<file path="src/rtl/matmul_seq.sv">
// Sequential N x N unsigned 8-bit matrix multiplier: one output element per cycle, done pulse on completion.
// Optional build macro MATMUL_SAT_EN saturates each element at 8'hFF instead of truncating modulo 256.
module matmul_seq #(
    parameter int MUL_SIZE = 8,
    parameter int IDX_W    = $clog2(MUL_SIZE * MUL_SIZE)
) (
    input  logic                            clk,
    input  logic                            rst,
    input  logic                            start,
    input  logic [MUL_SIZE*MUL_SIZE*8-1:0]  a,
    input  logic [MUL_SIZE*MUL_SIZE*8-1:0]  b,
    output logic                            busy,
    output logic                            done,
    output logic [MUL_SIZE*MUL_SIZE*8-1:0]  out
);
    localparam int W     = MUL_SIZE * MUL_SIZE * 8;
    localparam int ACC_W = 16 + $clog2(MUL_SIZE);
    localparam int LAST  = MUL_SIZE * MUL_SIZE - 1;

    typedef enum logic {IDLE, RUN} state_t;

    state_t             state_q, state_d;
    logic [W-1:0]       a_q, a_d;
    logic [W-1:0]       b_q, b_d;
    logic [W-1:0]       out_q, out_d;
    logic [IDX_W-1:0]   idx_q, idx_d;
    logic               done_q, done_d;

    logic [15:0]        prod;
    logic [ACC_W-1:0]   acc;
    logic [7:0]         elem;
    int                 row;
    int                 col;

    // Dot product of row `row` of A with column `col` of B; B is stored transposed so both are contiguous.
    always_comb begin
        row  = int'(idx_q) / MUL_SIZE;
        col  = int'(idx_q) % MUL_SIZE;
        prod = '0;
        acc  = '0;
        for (int m = 0; m < MUL_SIZE; m++) begin
            prod = {8'b0, a_q[(row*MUL_SIZE+m)*8 +: 8]} * {8'b0, b_q[(col*MUL_SIZE+m)*8 +: 8]};
            acc  = acc + ACC_W'(prod);
        end
`ifdef MATMUL_SAT_EN
        elem = (acc > ACC_W'(255)) ? 8'hFF : acc[7:0];
`else
        elem = acc[7:0];
`endif
    end

    always_comb begin
        state_d = state_q;
        a_d     = a_q;
        b_d     = b_q;
        out_d   = out_q;
        idx_d   = idx_q;
        done_d  = 1'b0;
        case (state_q)
            IDLE: begin
                if (start) begin
                    state_d = RUN;
                    a_d     = a;
                    b_d     = b;
                    idx_d   = '0;
                end
            end
            RUN: begin
                out_d[int'(idx_q)*8 +: 8] = elem;
                if (idx_q == IDX_W'(LAST)) begin
                    state_d = IDLE;
                    done_d  = 1'b1;
                    idx_d   = '0;
                end else begin
                    idx_d = idx_q + IDX_W'(1);
                end
            end
            default: state_d = IDLE;
        endcase
    end

    always_ff @(posedge clk) begin
        if (rst) begin
            state_q <= IDLE;
            a_q     <= '0;
            b_q     <= '0;
            out_q   <= '0;
            idx_q   <= '0;
            done_q  <= 1'b0;
        end else begin
            state_q <= state_d;
            a_q     <= a_d;
            b_q     <= b_d;
            out_q   <= out_d;
            idx_q   <= idx_d;
            done_q  <= done_d;
        end
    end

    assign busy = (state_q == RUN);
    assign done = done_q;
    assign out  = out_q;

endmodule

</file>
<file path="config.mk">
export PLATFORM = sky130hd
export DESIGN_NAME = matmul_seq
export DESIGN_NICKNAME = d
export VERILOG_FILES = /design/src/rtl/matmul_seq.sv
export SDC_FILE = /design/constraint.sdc
export NUM_CORES = 2
export LEC_CHECK = 0
export CORE_AREA = 8 8 592 594
export CTS_CLUSTER_SIZE = 14
export DETAILED_ROUTE_END_ITERATION = 6
export DIE_AREA = 0 0 600 602
export PLACE_DENSITY = 0.36
export SLEW_MARGIN = 10
export SYNTH_ARGS = -nofsm -noshare
export SYNTH_HDL_FRONTEND = slang
export SYNTH_SLANG_ARGS = --single-unit
</file>
<file path="constraint.sdc">
create_clock -name clk -period 28.5 [get_ports clk]
set_clock_uncertainty 0.15 [all_clocks]
set_input_delay 8.55 -clock clk [delete_from_list [all_inputs] [get_ports clk]]
set_output_delay 8.55 -clock clk [all_outputs]
set_load 0.03 [all_outputs]
</file>
Word-level counts from Yosys, hierarchy flattened
Index checks and enable logic that the tools add are counted.
Storage, ports and cells
  input port bits: 1027
  output and inout bits: 514
  flip-flop bits (word level): 1544
  word-level logic and storage cells: 68
Operators by class
  shift operators: 18
  muxes and demuxes: 8
  bitwise operators: 1
  $mul: 8
  add/sub/neg operators: 23
  reductions and logical operators: 2
  eq/ne operators: 2
Operators by type and width (number)
  512-bit by 11-bit variable part select with 8-bit output: 14
  512-bit by 10-bit variable part select with 8-bit output: 2
  512-bit bitwise mux: 1
  8-bit by 33-bit variable shift with 512-bit output, first input constant: 1
  8-bit by 33-bit variable part select with 512-bit output: 1
  8-bit by 8-bit multiplier with 8-bit output: 8
  6-bit by 3-bit adder with 7-bit output, second input constant: 8
  8-bit adder: 7
  9-bit negation with 33-bit output: 1
  6-bit by 2-bit adder with 7-bit output, second input constant: 4
  6-bit by 1-bit adder with 7-bit output, second input constant: 2
  6-bit 2-to-1 mux: 2
  6-bit one-hot mux with 2 select lines: 1
  6-bit by 1-bit adder with 6-bit output, second input constant: 1
  6-bit equality test, second input constant: 1
  1-bit 2-to-1 mux: 3
  2-bit inequality test, second input constant: 1
  1-bit one-hot mux with 2 select lines: 1
  2-bit AND reduction: 1
  2-bit OR reduction: 1
  1-bit NOT: 1

Longest topological paths before layout
  word-level depth: 12
  gate-level depth with buffers: 38
  depth with buffers taken out: 31

Worst setup path before layout
OpenSTA, ideal clock, no wires.
  path type: in2reg
  start point: in start
  end point: reg a_q[0]
  cell stages on the path: 7
  required time: 28280 ps
  setup slack: 18405 ps
  path buffers: 4
  arrival time: 9875 ps
  cell sequence: nor2b_1 -> clkbuf_1 -> clkbuf_1 -> clkbuf_1 -> clkbuf_1 -> nand2_1 -> a21oi_1
Between the ends
  longest elaborated chain between the ends: 1
Ends and longest elaborated chain
  start: declaration: line 9  | input logic start,
  2-bit AND reduction (no source line)
  end signal: assignment: line 85  | a_q <= '0;
  end signal: assignment: line 92  | a_q <= a_d;
  end: declaration: line 23  | logic [W-1:0] a_q, a_d;
No other way between the ends.
A chain may end at the register's enable or synchronous reset.

Worst setup path after layout
  start point: in start
  end point: reg a_q[241]
Same word-level chain as after synthesis.

==> run_results.csv <==
group,metric,value,unit
worst_setup_path,startpoint,"start",
synthesis,synthTopCellsByArea,"dfxtp_1 44%, nand2_1 14%, a21oi_1 10%",
sta,fin_crit,13160,ps
status,status,"finished, final reports clean",
worst_setup_path,reg2regPathDepth,35,
detailed_routing,vias,64774,
sta,tightest_slew,1330,ps
global_route,gr-usage-met1,23.5,%
synthesis,synthDistinctLibCells,53,
worst_setup_path,worstPathRequired,29110,ps
worst_setup_path,worst_path_most_repeated_cell,"buf_4",
detailed_routing,via_per_inst,4.47,
die,start_util,20.5,%
detailed_routing,drt_wl_total,401000,µm
worst_setup_path,cp_slowest_cell,"buf_4",
power_and_ir_drop,peakVddDrop,0.160,mV
synthesis,seq_area_frac_synth,44.3,%
sta,setup_viol,0,
cells_and_area,design_area,96400,µm²
die,die-height,602,µm
die,num_io_pins,1541,
synthesis,syn_avg_cell_area,8.32,µm²
synthesis,syn_area,69800,µm²
clock_network,clkSinkCount,1544,
synthesis,synth_edf_count,0,
detailed_routing,ant_nets,0,
global_route,grt_pass1_wl,544000,µm
worst_setup_path,cp_cell_sequence,"clkdlybuf4s50_1, nor2b_4, buf_12, buf_4, buf_4, buf_4, buf_12, buf_4, nand2_1, a21oi_1",
clock_network,cts_root_buf,"clkbuf_16",
flow_run,max_cap_viol_count,0,
synthesis,postSynth.asyncResetShare,0,%
global_route,grt_pass1_vias,65563,
die,die_x,600,µm
sta,slew_viol_final,0,
cells_and_area,fin_util,28.3,%
cells_and_area,fillCellCount,36968,
worst_setup_path,worstSetupPathType,"input port to flip-flop",
synthesis,syn-num-nets,9702,
synthesis,synthMuxAreaShare,9.75,%
sta,hold_viol,0,
worst_setup_path,regToRegStartpoint,"idx_q[0]",
synthesis,synth_area_leader_cell,"dfxtp_1",
synthesis,synth_compound_area_share,12.8,%
min_path,holdPathEnd,"b_q[495]",
global_route,antenna_found_initial,200,
cells_and_area,final_nets,11010,
synthesis,synth-seq-cells,1544,
synthesis,synthAdderAreaFrac,6.67,%
clock_network,cts.repair.resized,0,
place,io_buffers,1540,
global_route,gr-max-usage-layer,"met2",
clock_network,cts_tree,"yes",
place,dp_hpwl,317000,µm
clock_network,post-cts-setup-buffers,0,
sta,tns,0,ps
synthesis,yosysWarnings,0,
global_route,met3_usage,4.29,%
sta,fmax,76.0,MHz
die,core,341000,µm²
clock_network,clock_latency,880,ps
synthesis,yosys.area_share.simple,20.0,%
power_and_ir_drop,power.leakage,33.3,nW
detailed_routing,drt-initial-drc-count,3917,
synthesis,synth_top_family_by_area,"simple AND/OR/NAND/NOR gates",
sta,period_share,46.2,%
power_and_ir_drop,p_per_area,61.5,nW/µm²
die,die_area,361000,µm²
place,dpl_cell_area,89800,µm²
clock_network,postCtsHoldBufs,0,
detailed_routing,drt_pre_antenna_iters,5,
cells_and_area,syn2layout_area_growth,38.1,%
place,place.gp.congestion,0.836,
min_path,worstHoldPathCells,2,
sta,hold_slack,299,ps
clock_network,cts_buffers,195,
clock_network,clk_path_buf_depth,4,
synthesis,synth_commonest_cells,"2,670 x nand2_1, 1,544 x dfxtp_1, 1,452 x a21oi_1, 700 x nor2_1, 468 x clkbuf_1",
clock_network,htreeDepth,4,
worst_setup_path,cp_max_fo,173,
synthesis,synth_xor_area_share,1.81,%
worst_setup_path,cp.arrival,13770,ps
synthesis,synth_top_area_share,44.3,%
global_route,grt_max_degree,202,
sta,slew_headroom,10.8,%
power_and_ir_drop,total_power,0.00593,W
cells_and_area,drive_above_1_share,8.27,%
synthesis,yosysMostFrequentCell,"nand2_1",
global_route,grt_usage,21.2,%
detailed_routing,drcViolationCount,0,
worst_setup_path,r2r_end,"out[23]",
min_path,min_path_type,"flip-flop to flip-flop",
min_path,holdCritStartpoint,"b_q[495]",
worst_setup_path,cp-start-kind,"input port",
worst_setup_path,reg2reg_slack,15950,ps
synthesis,synthCells,8393,
clock_network,path_clk_slew,60,ps
sta,rsz0062_at_grt,"false",
worst_setup_path,end_kind,"flip-flop",
worst_setup_path,cpPeakStageDelay,750,ps
die,num_rows,215,
global_route,grt.overflow.total,0,
synthesis,synthFlopType,"dfxtp_1",
global_route,met2_usage,39.7,%
detailed_routing,wl_per_cell,27.7,µm
## area by class of cell
cell class	count	area [µm²]	area share, %
tap	4557	5700	5.92
antenna	69	173	0.179
inverter	196	739	0.767
multi-input combinational	6091	35900	37.2
clock inverter	54	646	0.670
clock buffer	297	5770	5.98
timing repair buffer	1673	16500	17.2
sequential	1544	30900	32.1
## critical path, delay by kind of cell
family,cells,cell delay (ps)
and+or+nand+nor,2,370
buffers and inverters,7,4290
AOI/OAI and AO/OA,1,150
## layout by cell type (no fill, tap or decap), types with 39 or more instances in the layout
cell	count
a211oi_2	61
a21oi_1	1452
a22oi_1	43
buf_4	124
clkbuf_1	54
clkbuf_16	197
clkbuf_8	46
clkdlybuf4s50_1	1539
dfxtp_1	1538
diode_2	69
fa_1	150
ha_1	132
inv_1	192
mux2i_1	183
mux4_2	200
nand2_1	2670
nand3_1	39
nor2_1	696
nor3_1	65
or2_2	42
xnor2_1	98
## sequential cells by signal (all words and copies together), names as in the netlist
name	flops
b_q	512
out	512
idx_q	6
done	1
busy	1
a_q	512
## how the worst max path moves through the flow
stage	end	cells past startpoint
floorplan	a_q[0]	7
global placement	a_q[423]	10
detailed placement	a_q[39]	10
CTS	b_q[374]	10
global route	a_q[370]	10
finish	a_q[241]	10
## metrics by stage
stage	worst slack [ps]	cells
global placement	14540	14061
detailed placement	14420	14061
global route	14990	14453
floorplan	18410	8393
finish	15340	14481
CTS	15370	14412
## kinds of logic after synthesis
| kind of cell | Yosys count |
|---|---|
| AND/OR/NAND/NOR | 3605 |
| AO/OA/AOI/OAI | 1655 |
| flip-flops | 1544 |
| buffers and inverters | 758 |
| multiplexers | 417 |
| adder cells (fa/ha/maj) | 282 |
| XOR/XNOR | 132 |
## layer usage
layer | share of wire (%) | vias to the layer above | routed length (µm)
met5 | 0.11 | - | 442
met4 | 3.7 | 66 | 14800
li1 | - | 30435 | -
met2 | 53 | 1890 | 212000
met3 | 5.4 | 670 | 21900
met1 | 38 | 31713 | 153000
## where the power goes
| group | internal, W | leakage [nW] | switching (W) |
|---|---|---|---|
| Sequential | 0.00224 | 12.6 | 0.0000461 |
| Combinational | 0.000371 | 17.6 | 0.000751 |
| Clock | 0.00148 | 3.14 | 0.00104 |
| Total | 0.00409 | 33.3 | 0.00184 |
Note: power is estimated with default switching activity, not from simulation.
